--- src/rtl/pio_imem_arbiter.sv ---
// Arbiter for the single-port PIO instruction RAM: host program-load writes (priority,
// burst-limited) vs. round-robin SM fetches. Define PIO_IMEM_STATS_EN for conflict_cnt.
module pio_imem_arbiter #(
    parameter int NUM_SM         = 4,
    parameter int ADDR_W         = 5,
    parameter int DATA_W         = 16,
    parameter int HOST_BURST_MAX = 4
) (
    input  logic                     clk,
    input  logic                     reset,
    input  logic                     host_wr_req,
    input  logic [ADDR_W-1:0]        host_waddr,
    input  logic [DATA_W-1:0]        host_wdata,
    output logic                     host_wr_ack,
    input  logic [NUM_SM-1:0]        sm_req,
    input  logic [NUM_SM*ADDR_W-1:0] sm_addr,
    output logic [NUM_SM-1:0]        sm_gnt,
    output logic [NUM_SM-1:0]        sm_rvalid,
    output logic [DATA_W-1:0]        sm_rdata,
    output logic [ADDR_W-1:0]        mem_addr,
    output logic [DATA_W-1:0]        mem_wdata,
    output logic                     mem_wr,
    output logic                     mem_rd,
    input  logic [DATA_W-1:0]        mem_rdata,
    output logic [15:0]              conflict_cnt
);
    localparam int PTR_W = $clog2(NUM_SM);

    logic [PTR_W-1:0]  rr_ptr_q, rr_ptr_d;
    logic [3:0]        burst_cnt_q, burst_cnt_d;
    logic              rd_owner_valid_q, rd_owner_valid_d;
    logic [PTR_W-1:0]  rd_owner_q, rd_owner_d;
    logic [ADDR_W-1:0] mem_addr_q, mem_addr_d;

    logic              sm_any;
    logic              host_gnt;
    logic              sm_gnt_en;
    logic              win_found;
    logic [PTR_W-1:0]  win_idx;
    logic [PTR_W-1:0]  scan_idx;
    logic [ADDR_W-1:0] sm_addr_arr [NUM_SM];

    for (genvar g = 0; g < NUM_SM; g++) begin : g_addr
        assign sm_addr_arr[g] = sm_addr[g*ADDR_W +: ADDR_W];
    end

    assign sm_any = |sm_req;

    // Nothing is granted while reset is asserted, so every strobe reads 0 in reset.
    assign host_gnt = reset && host_wr_req &&
                      (!sm_any || (burst_cnt_q < 4'(HOST_BURST_MAX)));

    always_comb begin
        win_found = 1'b0;
        win_idx   = '0;
        scan_idx  = '0;
        for (int i = 0; i < NUM_SM; i++) begin
            scan_idx = PTR_W'((int'(rr_ptr_q) + i) % NUM_SM);
            if (!win_found && sm_req[scan_idx]) begin
                win_found = 1'b1;
                win_idx   = scan_idx;
            end
        end
    end

    assign sm_gnt_en = reset && !host_gnt && win_found;

    always_comb begin
        sm_gnt           = '0;
        mem_wr           = 1'b0;
        mem_rd           = 1'b0;
        host_wr_ack      = 1'b0;
        mem_wdata        = '0;
        mem_addr_d       = mem_addr_q;
        rr_ptr_d         = rr_ptr_q;
        rd_owner_valid_d = sm_gnt_en;
        rd_owner_d       = rd_owner_q;
        if (host_gnt) begin
            mem_wr      = 1'b1;
            host_wr_ack = 1'b1;
            mem_wdata   = host_wdata;
            mem_addr_d  = host_waddr;
        end else if (sm_gnt_en) begin
            sm_gnt[win_idx] = 1'b1;
            mem_rd          = 1'b1;
            mem_addr_d      = sm_addr_arr[win_idx];
            rd_owner_d      = win_idx;
            rr_ptr_d        = (int'(win_idx) == NUM_SM - 1) ? '0 : win_idx + 1'b1;
        end
        // Host streak only counts while some SM is waiting; it saturates at the limit.
        if (host_gnt && sm_any) begin
            burst_cnt_d = (burst_cnt_q >= 4'(HOST_BURST_MAX)) ? burst_cnt_q
                                                              : burst_cnt_q + 4'd1;
        end else begin
            burst_cnt_d = '0;
        end
    end

    assign mem_addr = mem_addr_d;

    always_comb begin
        sm_rvalid = '0;
        sm_rdata  = '0;
        if (rd_owner_valid_q) begin
            sm_rvalid[rd_owner_q] = 1'b1;
            sm_rdata              = mem_rdata;
        end
    end

    always_ff @(posedge clk or negedge reset) begin
        if (!reset) begin
            rr_ptr_q         <= '0;
            burst_cnt_q      <= '0;
            rd_owner_valid_q <= 1'b0;
            rd_owner_q       <= '0;
            mem_addr_q       <= '0;
        end else begin
            rr_ptr_q         <= rr_ptr_d;
            burst_cnt_q      <= burst_cnt_d;
            rd_owner_valid_q <= rd_owner_valid_d;
            rd_owner_q       <= rd_owner_d;
            mem_addr_q       <= mem_addr_d;
        end
    end

`ifdef PIO_IMEM_STATS_EN
    logic [15:0] conflict_cnt_q, conflict_cnt_d;
    logic        denied;

    assign denied = (host_wr_req && !host_gnt) || ((sm_req & ~sm_gnt) != '0);

    always_comb begin
        conflict_cnt_d = conflict_cnt_q;
        if (denied && (conflict_cnt_q != 16'hFFFF)) begin
            conflict_cnt_d = conflict_cnt_q + 16'd1;
        end
    end

    always_ff @(posedge clk or negedge reset) begin
        if (!reset) begin
            conflict_cnt_q <= '0;
        end else begin
            conflict_cnt_q <= conflict_cnt_d;
        end
    end

    assign conflict_cnt = conflict_cnt_q;
`else
    assign conflict_cnt = 16'h0000;
`endif

endmodule

--- config.mk ---
export PLATFORM = sky130hd
export DESIGN_NAME = pio_imem_arbiter
export DESIGN_NICKNAME = d
export VERILOG_FILES = /design/src/rtl/pio_imem_arbiter.sv
export SDC_FILE = /design/constraint.sdc
export NUM_CORES = 1
export LEC_CHECK = 0
export CORE_ASPECT_RATIO = 1.1
export CORE_MARGIN = 1
export CORE_UTILIZATION = 30
export DETAILED_ROUTE_END_ITERATION = 8
export GPL_ROUTABILITY_DRIVEN = 0
export PLACE_DENSITY = 0.91
export SLEW_MARGIN = 20
export SYNTH_ARGS = -nofsm -noshare
export SYNTH_HDL_FRONTEND = slang
export SYNTH_SLANG_ARGS = --single-unit
--- constraint.sdc ---
create_clock -name clk -period 3.65 [get_ports clk]
set_input_delay 1.095 -clock clk [delete_from_list [all_inputs] [get_ports clk]]
set_output_delay 1.095 -clock clk [all_outputs]
set_load 0.05 [all_outputs]
Word-level counts from Yosys, hierarchy flattened
Cells that the tools add are included.
- register bits: 14
- output and inout port bits: 64
- word-level logic and storage cells: 79
- add/subtract/negate cells: 5
- magnitude comparators: 11
- equality and inequality tests: 2
- muxes and demuxes: 36
- bitwise gates (word level): 2
- reduce and logical (&&, ||, !) cells: 18
- operator list (cell ; count):
    $mux 16 ; 2
    $mux 4 ; 5
    $mux 5 ; 4
    $lt 2x3->1 const B ; 6
    $mux 1 ; 13
    $bmux 5 s2 ; 1
    $logic_and 1x1->1 ; 10
    $mux 2 ; 5
    $bmux 1 s2 ; 4
    $logic_not 1->1 ; 5
    $add 2x1->2 const B ; 2
    $add 2x2->2 const B ; 2
    $add 4x1->4 const B ; 1
    $demux 1 s2 ; 2
    $ge 2x1->1 const B ; 2
    $ge 4x3->1 const B ; 1
    $lt 4x3->1 const B ; 1
    $reduce_or 4->1 ; 1
    $ge 3x3->1 const B ; 1
    $not 2->3 ; 1
    $eq 2x1->1 const B ; 1
    $ne 2x2->1 const B ; 1
    $reduce_and 2->1 ; 1
    $logic_or 1x1->1 ; 1
    $not 1->1 ; 1

Longest topological paths before layout
Gate-level depths: netlist of the first run.
- word-level depth: 18
- gate-level depth with buffers: 7

Least setup slack after synthesis of the first run
Ideal clock, no wire load.
- path type: input -> output
- from: input port sm_req[0]
- to: output port mem_addr[0]
- arrival time: 2.726 ns
- setup slack: -0.171 ns
- cell stages on the path: 5
- buffers on the path: 1
- cell sequence: or3b_2 > o221ai_2 > buf_6 > mux2i_1 > o211ai_1
- word-level cells in the longest chain between the ends: 18
- ends and longest elaborated chain (element ; line ; RTL):
    start, declared ; 15 ; input logic [NUM_SM-1:0] sm_req,
    $bmux 1 s2 ; 59 ; if (!win_found && sm_req[scan_idx]) begin
    $mux 1 (implied by the code) ; 59 ;
    $mux 1 ; 59 ;
    $logic_not 1->1 ; 59 ;
    $logic_and 1x1->1 ; 59 ;
    $mux 1 ; 59 ;
    $logic_not 1->1 ; 59 ;
    $logic_and 1x1->1 ; 59 ;
    $mux 1 ; 59 ;
    $logic_not 1->1 ; 59 ;
    $logic_and 1x1->1 ; 59 ;
    $mux 2 ; 59 ;
    $not 2->3 (implied by the code) ; 86 ; mem_addr_d = sm_addr_arr[win_idx];
    $bmux 5 s2 ; 86 ;
    $mux 5 (implied by the code) (2 in series) ; 86 ;
    $mux 5 ; 83 ; end else if (sm_gnt_en) begin
    $mux 5 (*) ; 78 ; if (host_gnt) begin
    end, declared ; 20 ; output logic [ADDR_W-1:0] mem_addr,
Mark *: on every way between the ends. The rest lies on a longest branch, timed or not. The select of a mux whose other input is x is not followed.

Final worst setup path of the first run
- from: input port sm_req[2]
- to: output port mem_addr[1]
The elaborated chain is that of the path after synthesis.

==> results.cfg, run 1 <==
[status]
status = complete, but fails checks
violations = negative setup slack

[synthesis]
synth_top_cell_by_area = dfrtp_1
yosysWarnings = 0
syn_inst = 146
synth_area_leaders = dfrtp_1 27%, and2_1 17%, buf_4 10%, mux2_2 6.1%, ha_1 4.8%
synth_ff_type = dfrtp_1
synth_seq_cells = 14
synthArstFlopShare_pct = 100
syn_avg_cell_area_sq_um = 8.85
synth_edf_count = 0
synth.most_common_cell = and2_1
synth_cell_types = 32
yosys-top-cells-count = 36 x and2_1, 18 x buf_4, 14 x dfrtp_1
syn_area_sq_um = 1290
synth.top_cell.area_share_pct = 27.1
ys_seq_area_share_pct = 27.1

[cts]
clk_pin_slew_ns = 0.07
cts_tree = done
clock_path_buffers = 2
numCtsBuffers = 3
cts_htree_levels = 1
root_buffer = clkbuf_8
clock_latency_ns = 0.26
cts_num_sinks = 14
cts_hold_buf = 0

[power]
sequentialPowerShare_pct = 18.6
p_int_uw = 713
comb_power_share_pct = 68.5
p_sw_share_pct = 43.5
p_total_mw = 1.26
p_leak_nw = 1.48
powerDensity_nw_per_um2 = 383
pwr-share-clk_pct = 12.9
peakVddDrop_uv = 367
p_switching_uw = 549

[timing]
setup_viol = 10
whs_ns = 0.436
skew_ns = 0.00811
tightest_slew_ns = 0.504
drv_slew = 0
clock.fmax_mhz = 262
timing.final.crit_share_pct = 104
rsz0062_at_grt = yes
fin_ws_ns = -0.162
relSlewSlack_pct = 66.3
setup-tns-final_ns = -0.744
layout_min_cycle_time_ns = 3.81
finalHoldViolations = 0

[setup_path]
crit_fanout = 10
start_kind = input pin
endpoint_kind = output pin
cp.required_ns = 2.55
critPathBufInv = 4
cp_cell_sequence = buf_6 -> or4_4 -> o311a_1 -> buf_4 -> nand3_4 -> o211ai_1 -> buf_4 -> buf_12
slowest_stage = or4_4
crit_arrival_ns = 2.72
crit_family = simple AND/OR/NAND/NOR gates
worst_path_largest_cell_delay_ns = 0.57
critical_path_class = input pin to output pin
cp_common_cell = buf_4
r2r-start = rr_ptr_q[1]
crit_path_start = sm_req[2]

[floorplanning]
start_util_pct = 31.9
die_area_sq_um = 4580
row_count = 24
die_h_microns = 70.8
io_pins = 128
core-area_sq_um = 4050
dieWidth_microns = 64.6

[final_layout]
final_cells = 338
layout-drive-gt1-share_pct = 44.2
nets = 355
n_fill_cell = 209
area_delta_synth_final_pct = 155
final_cell_area_sq_um = 3290

[worst_hold_path]
hold_start = burst_cnt_q[0]
hp-class = register to register

[routing]
vias = 1704
remaining_drc_errors = 0
ant_nets = 0
finalWirelength_microns = 6260
drt_pass1_iterations = 4
viasPerCell = 5.04
avgRoutedWirePerCell_microns = 18.5
drt_iter0_drc = 43

[grt]
track_usage_pct = 23.4
grt_pass1_vias = 1647
antenna_found_initial = 1
grt_pass1_wl_microns = 8110
grt_max_degree = 20
grt_overflow = 0

[placed_design]
post-dp-hpwl_microns = 3710
dpl_cell_area_sq_um = 2930
dp.cells = 317
port_buffers = 111

[run]
drv_cap = 0
final timing paths:
path	to	slack, ns	cells past startpoint
max	mem_addr[1]	-0.16	8
min	burst_cnt_q[0]	0.44	1
max reg2reg	mem_addr_q[2]	1.52	8
min reg2reg	burst_cnt_q[0]	0.44	1
max in group asynchronous	mem_addr_q[1]	2.46	2
min in group asynchronous	burst_cnt_q[2]	1.03	2
layer usage:
layer	global-route usage [%]	wire length, microns	vias to the layer above
met5	0	0	-
met4	15.8	459	0
met3	6.77	473	39
met2	43.6	3300	126
met1	21.4	2020	790
li1	-	-	749
through the flow:
stage	utilization [%]	setup WS [ns]
after floorplan	-	-0.102
after detailed placement	72.3	-0.566
after global routing	81.2	-0.176
after global placement	72.3	-0.475
final	81.2	-0.162
after CTS	77.8	-0.105
power groups by stage:
stage / Combinational (mW) / Sequential [mW] / Clock (mW)
floorplan: 0.411 / 0.217 / 0
global placement: 0.701 / 0.223 / 0
detailed placement: 0.714 / 0.226 / 0
CTS: 0.801 / 0.226 / 0.152
global route: 0.894 / 0.240 / 0.170
finish: 0.864 / 0.235 / 0.163
cell type report:
class                           instances  area, sq um  share of cell area (%)
Inverter                                7         26.3                   0.798
Clock buffer                            4         55.1                    1.67
Sequential cell                        14          350                    10.6
Multi-Input combinational cell        119          958                    29.1
Tap cell                               52         65.1                    1.98
Antenna cell                            1         2.50                  0.0760
Timing Repair Buffer                  141         1830                    55.7
timing repair:
action | 4_1_cts | 5_1_grt
pin swaps | 11 | 15
setup endpoints to repair | 28 | 26
buffers inserted | 11 | 3
cloned | 0 | 2
gates resized for setup | 40 | 31
kinds of logic after synthesis:
logic type	after synthesis	synth area share, %
DFF	14	27.1
adders and majority gates	5	4.84
buffers and inverters	30	15.8
xor gates and xnor gates	1	0.678
muxes	12	9.97
AOI/OAI and AO/OA	24	14.3
other	1	0.290
and+or+nand+nor	59	27.0
sequential cells by signal, indices dropped and copies added (netlist names):
signal / cells
rd_owner_q: 2
burst_cnt_q: 4
rd_owner_valid_q: 1
mem_addr_q: 5
rr_ptr_q: 2
layout by cell type (no fill, tap or decap), types with 5 or more instances in the layout:
| cell type | instances |
|---|---|
| and2_1 | 18 |
| and2_2 | 8 |
| and2_4 | 10 |
| buf_12 | 43 |
| buf_4 | 22 |
| buf_6 | 8 |
| clkdlybuf4s50_1 | 61 |
| conb_1 | 17 |
| dfrtp_1 | 14 |
| ha_1 | 5 |
| inv_1 | 6 |
| mux2_4 | 6 |
| nor2_1 | 5 |
worst register-to-register path: stages, from the launching register on:
cell	delay, ns
dfrtp_1	0.50
mux2_4	0.35
o221ai_4	0.20
buf_12	0.16
mux2_4	0.31
nand3_2	0.11
o211ai_4	0.11
buf_4	0.15
buf_4	0.14
No activity file was read; power rests on OpenSTA's default activity.
==> run 2: changes to the inputs <==
--- a/config.mk
+++ b/config.mk
@@ -6,7 +6,7 @@
 export NUM_CORES = 1
 export LEC_CHECK = 0
 export CORE_ASPECT_RATIO = 1.1
-export CORE_MARGIN = 1
+export CORE_MARGIN = 2
 export CORE_UTILIZATION = 30
 export DETAILED_ROUTE_END_ITERATION = 8
 export GPL_ROUTABILITY_DRIVEN = 0
==> run 2 against run 1 <==
  * The flow still finishes with violations (negative setup slack)
  * First-iteration DRC count increased by 2.3%
  * Critical endpoint is now mem_addr[0]
  * Non-clock buffer count down 2
  * Worst setup slack better by 0.062 ns
  * Via count decreased by 7.5%
  * Combinational power shrank 7.8%
  * Sequential share of layout area increased by 0.17 points
  * Cell count decreased by 0.30%
  * Routed wire length shrank 16%
  * Global-route usage fell by 2.0 points
  * Sequential power is 3% lower
  * Hold slack barely moved
  * Maximum frequency up 1.7%
==> results.cfg, run 2 (same netlist as run 1, synthesis figures left out) <==
[status]
status = complete, but fails checks
violations = negative setup slack

[grt]
track_usage_pct = 21.4
grt_max_degree = 20
grt_overflow = 0
grt_pass1_wl_microns = 7890
grt_pass1_vias = 1658
antenna_found_initial = 0

[floorplanning]
dieWidth_microns = 66.6
die_area_sq_um = 4850
start_util_pct = 30.6
die_h_microns = 72.8
io_pins = 128
core-area_sq_um = 4220
row_count = 25

[timing]
layout_min_cycle_time_ns = 3.75
setup-tns-final_ns = -0.333
clock.fmax_mhz = 267
relSlewSlack_pct = 66.2
finalHoldViolations = 0
drv_slew = 0
rsz0062_at_grt = yes
whs_ns = 0.436
fin_ws_ns = -0.100
tightest_slew_ns = 0.505
setup_viol = 5
timing.final.crit_share_pct = 103
skew_ns = 0.000709

[worst_hold_path]
hold_start = burst_cnt_q[0]
hp-class = register to register

[cts]
cts_num_sinks = 14
clock_latency_ns = 0.25
clock_path_buffers = 2
cts_htree_levels = 1
numCtsBuffers = 3
root_buffer = clkbuf_8
clk_pin_slew_ns = 0.06
cts_hold_buf = 0
cts_tree = done

[placed_design]
post-dp-hpwl_microns = 3830
port_buffers = 111

[final_layout]
layout-drive-gt1-share_pct = 43.1
final_common_cell = clkdlybuf4s50_1
diodes = 0
largest_reg_flops = 5
final_cell_mix = 61 x clkdlybuf4s50_1, 44 x buf_12, 21 x buf_4
regMostFlops = mem_addr_q
area_delta_synth_final_pct = 151
top_regs = mem_addr_q x5, burst_cnt_q x4
nets = 353

[setup_path]
r2r-start = rr_ptr_q[1]
ff2ff_setup_slack_ns = 1.44
critical_path_class = input pin to output pin
endpoint_kind = output pin
cp.required_ns = 2.55
crit_fanout = 7
start_kind = input pin
crit_arrival_ns = 2.66
crit_path_start = sm_req[1]

[power]
powerDensity_nw_per_um2 = 364
peakVddDrop_uv = 417
p_leak_nw = 1.46

[routing]
ant_nets = 0
drt_iter0_drc = 44
viasPerCell = 4.68
finalWirelength_microns = 5240
drt_pass1_iterations = 4
vias = 1576
remaining_drc_errors = 0
avgRoutedWirePerCell_microns = 15.6

[run]
drv_cap = 0
## run 2: final timing paths
kind                                  end  cells past startpoint
setup reg to reg            mem_addr_q[1]                      7
hold / removal             burst_cnt_q[0]                      1
setup / recovery              mem_addr[0]                      7
min in group asynchronous  burst_cnt_q[2]                      2
max in group asynchronous   mem_addr_q[4]                      3
hold reg to reg            burst_cnt_q[0]                      1
## run 2: repair_timing
item,in CTS,in global routing
resized for setup,50,11
hold endpoints to repair,0,0
cloned,0,2
pin swaps,10,8
setup buffers,10,2
endpoints found under the setup margin,28,25
## run 2: stage by stage
step / setup slack [ns] / std cells / total power [mW] / cell area, sq um / utilization, %
3_3_place_gp: -0.466 / 319 / 0.934 / 2950 / 69.8
3_5_place_dp: -0.536 / 319 / 0.951 / 2950 / 69.8
6_report: -0.100 / 337 / 1.18 / 3240 / 76.7
2_1_floorplan: -0.102 / 162 / 0.628 / 1380 / -
5_1_grt: -0.141 / 337 / 1.23 / 3240 / 76.7
4_1_cts: -0.109 / 333 / 1.17 / 3180 / 75.3
## run 2: layer usage
| layer | GRT usage, % | routed length (microns) | up-vias |
|---|---|---|---|
| li1 | - | - | 742 |
| met1 | 23.0 | 1800 | 738 |
| met2 | 38.1 | 2820 | 84 |
| met3 | 6.79 | 494 | 12 |
| met4 | 8.84 | 127 | 0 |
| met5 | 0 | 0 | - |
## run 2: cell type report
cell class | instances | area (sq um)
Clock buffer | 4 | 55.1
Fill cell | 267 | 985
Inverter | 7 | 26.3
Multi-Input combinational cell | 119 | 923
Sequential cell | 14 | 350
Timing Repair Buffer | 139 | 1820
Tap cell | 54 | 67.6
## run 2: worst max-delay path, cell delays in order
cell and delay (ns):
buf_8 0.10, mux2_4 0.29, o221ai_4 0.30, buf_6 0.19, mux2i_1 0.08, o211ai_1 0.34
clkbuf_16 0.24
## run 2: power breakdown
group	switching (mW)	internal [mW]	total, mW	leakage (nW)
registers	0.0358	0.192	0.227	0.174
clock network	0.0583	0.0957	0.154	0.0288
logic	0.405	0.392	0.797	1.25
total	0.499	0.679	1.18	1.46
==> run 3: changes to the inputs <==
--- a/config.mk
+++ b/config.mk
@@ -7,10 +7,11 @@
 export LEC_CHECK = 0
 export CORE_ASPECT_RATIO = 1.1
 export CORE_MARGIN = 2
-export CORE_UTILIZATION = 30
+export CORE_UTILIZATION = 32
 export DETAILED_ROUTE_END_ITERATION = 8
 export GPL_ROUTABILITY_DRIVEN = 0
-export PLACE_DENSITY = 0.91
+export MAX_ROUTING_LAYER = met4
+export PLACE_DENSITY = 0.95
 export SLEW_MARGIN = 20
 export SYNTH_ARGS = -nofsm -noshare
 export SYNTH_HDL_FRONTEND = slang
==> constraint.sdc (replaced) <==
create_clock -name clk -period 4.75 [get_ports clk]
set_input_delay 1.425 -clock clk [delete_from_list [all_inputs] [get_ports clk]]
set_output_delay 1.425 -clock clk [all_outputs]
set_load 0.05 [all_outputs]
==> run 3 against run 2 <==
  * The run now ends clean
  * Worst setup slack gained 0.18 ns
  * Sequential share of layout area up 1.5 points
  * Count of clock-buffer cells in the layout is the same
  * Clock skew barely moved
  * Cell count fell by 3.9%
==> results.cfg, run 3 (same netlist as run 1, synthesis figures left out) <==
[timing]
clock.fmax_mhz = 214
drv_slew = 0
setup-tns-final_ns = 0
finalHoldViolations = 0
setup_viol = 0
timing.final.crit_share_pct = 98.4
rsz0062_at_grt = no
tightest_slew_ns = 0.501
skew_ns = 0.000473
layout_min_cycle_time_ns = 4.67
relSlewSlack_pct = 66.5

[grt]
grt_overflow = 0
grt_pass1_wl_microns = 7130
grt_pass1_vias = 1521
antenna_found_initial = 0
track_usage_pct = 20.8
grt_max_degree = 20

[power]
peakVddDrop_uv = 278
p_leak_nw = 1.27
powerDensity_nw_per_um2 = 298

[final_layout]
diodes = 0
n_fill_cell = 263
final_cell_area_sq_um = 2840
final_util_pct = 72.1
nets = 342
final_cell_mix = 78 x clkdlybuf4s50_1, 36 x and2_1, 26 x buf_12
final_common_cell = clkdlybuf4s50_1
regMostFlops = mem_addr_q
layout-drive-gt1-share_pct = 22.8
largest_reg_flops = 5
final_cells = 324
top_regs = mem_addr_q x5, burst_cnt_q x4
area_delta_synth_final_pct = 119

[floorplanning]
row_count = 24
die_h_microns = 70.7
io_pins = 128
start_util_pct = 32.9
die_area_sq_um = 4560
core-area_sq_um = 3930
dieWidth_microns = 64.6

[placed_design]
dpl_cell_area_sq_um = 2730
port_buffers = 111
dp.cells = 317
post-dp-hpwl_microns = 3730

[routing]
finalWirelength_microns = 4690
avgRoutedWirePerCell_microns = 14.5
vias = 1526
viasPerCell = 4.71
drt_iter0_drc = 40
drt_pass1_iterations = 4
remaining_drc_errors = 0
ant_nets = 0

[worst_hold_path]
hp-class = register to register

[setup_path]
cp.required_ns = 3.32
start_kind = input pin
critical_path_class = input pin to output pin
endpoint_kind = output pin
crit_fanout = 8
crit_arrival_ns = 3.25

[cts]
numCtsBuffers = 3
clock_path_buffers = 2
clock_latency_ns = 0.26
root_buffer = clkbuf_8
cts_tree = done
cts_num_sinks = 14
cts_htree_levels = 1
clk_pin_slew_ns = 0.06

[status]
status = finished, final reports clean

[run]
drv_cap = 0
-- run 3: cell types whose count changed in the layout (fill, tap and decap cells not counted), sizes merged --
cell,before,now
buf,75,45
and3,5,4
clkdlybuf4s50,61,78
dlygate4sd2,1,4
-- run 3: final timing paths --
| kind | start | endpoint | slack, ns | cells past startpoint |
|---|---|---|---|---|
| worst max-delay path | sm_req[1] | mem_addr[1] | 0.08 | 7 |
| worst min-delay path | burst_cnt_q[0] | burst_cnt_q[0] | 0.43 | 1 |
| worst max register to register | rr_ptr_q[1] | rr_ptr_q[1] | 2.59 | 6 |
| worst min register to register | burst_cnt_q[0] | burst_cnt_q[0] | 0.43 | 1 |
| max in group asynchronous | reset | rd_owner_q[1] | 3.30 | 2 |
| min in group asynchronous | reset | burst_cnt_q[1] | 1.04 | 1 |
-- run 3: layer usage --
layer	global-route usage [%]	vias up	routed length [microns]
li1	-	716	-
met1	20.5	701	1580
met2	38.5	90	2630
met3	4.61	19	300
met4	9.69	0	178
met5	-	-	0
-- run 3: metrics by stage --
step	hold slack [ns]	power [mW]	worst slack [ns]
floorplan	0.408	0.471	0.269
global placement	0.420	0.681	-0.107
detailed placement	0.427	0.694	-0.176
CTS	0.434	0.836	0.0608
global route	0.443	0.884	0.0125
finish	0.429	0.846	0.0762
-- run 3: critical path, cell delays in order --
cell and delay (ns):
dlygate4sd2_1 0.28, mux2_2 0.31, o221ai_4 0.34, buf_6 0.19, mux2i_1 0.08, o211ai_1 0.38, clkbuf_16 0.25
-- run 3: cell type report --
cell class	count	area [sq um]	share of cell area, %
timing repair buffer	129	1520	53.6
multi-input combinational	118	820	28.9
sequential	14	350	12.4
tap	52	65.1	2.29
clock buffer	4	55.1	1.94
inverter	7	26.3	0.926
-- run 3: what timing repair did --
action / CTS / global route
pin swaps: 4 / 1
endpoints found under the setup margin: 7 / 3
buffers inserted: 1 / 2
hold buffers: 0 / 0
gates resized for setup: 10 / 3
gates cloned: 0 / 0
endpoints found under the hold margin: 0 / 0
-- run 3: power by group --
part           internal [mW]  switching [mW]  leakage (nW)
Sequential             0.147          0.0259         0.174
Combinational          0.258           0.293          1.07
Clock                 0.0737          0.0480        0.0288
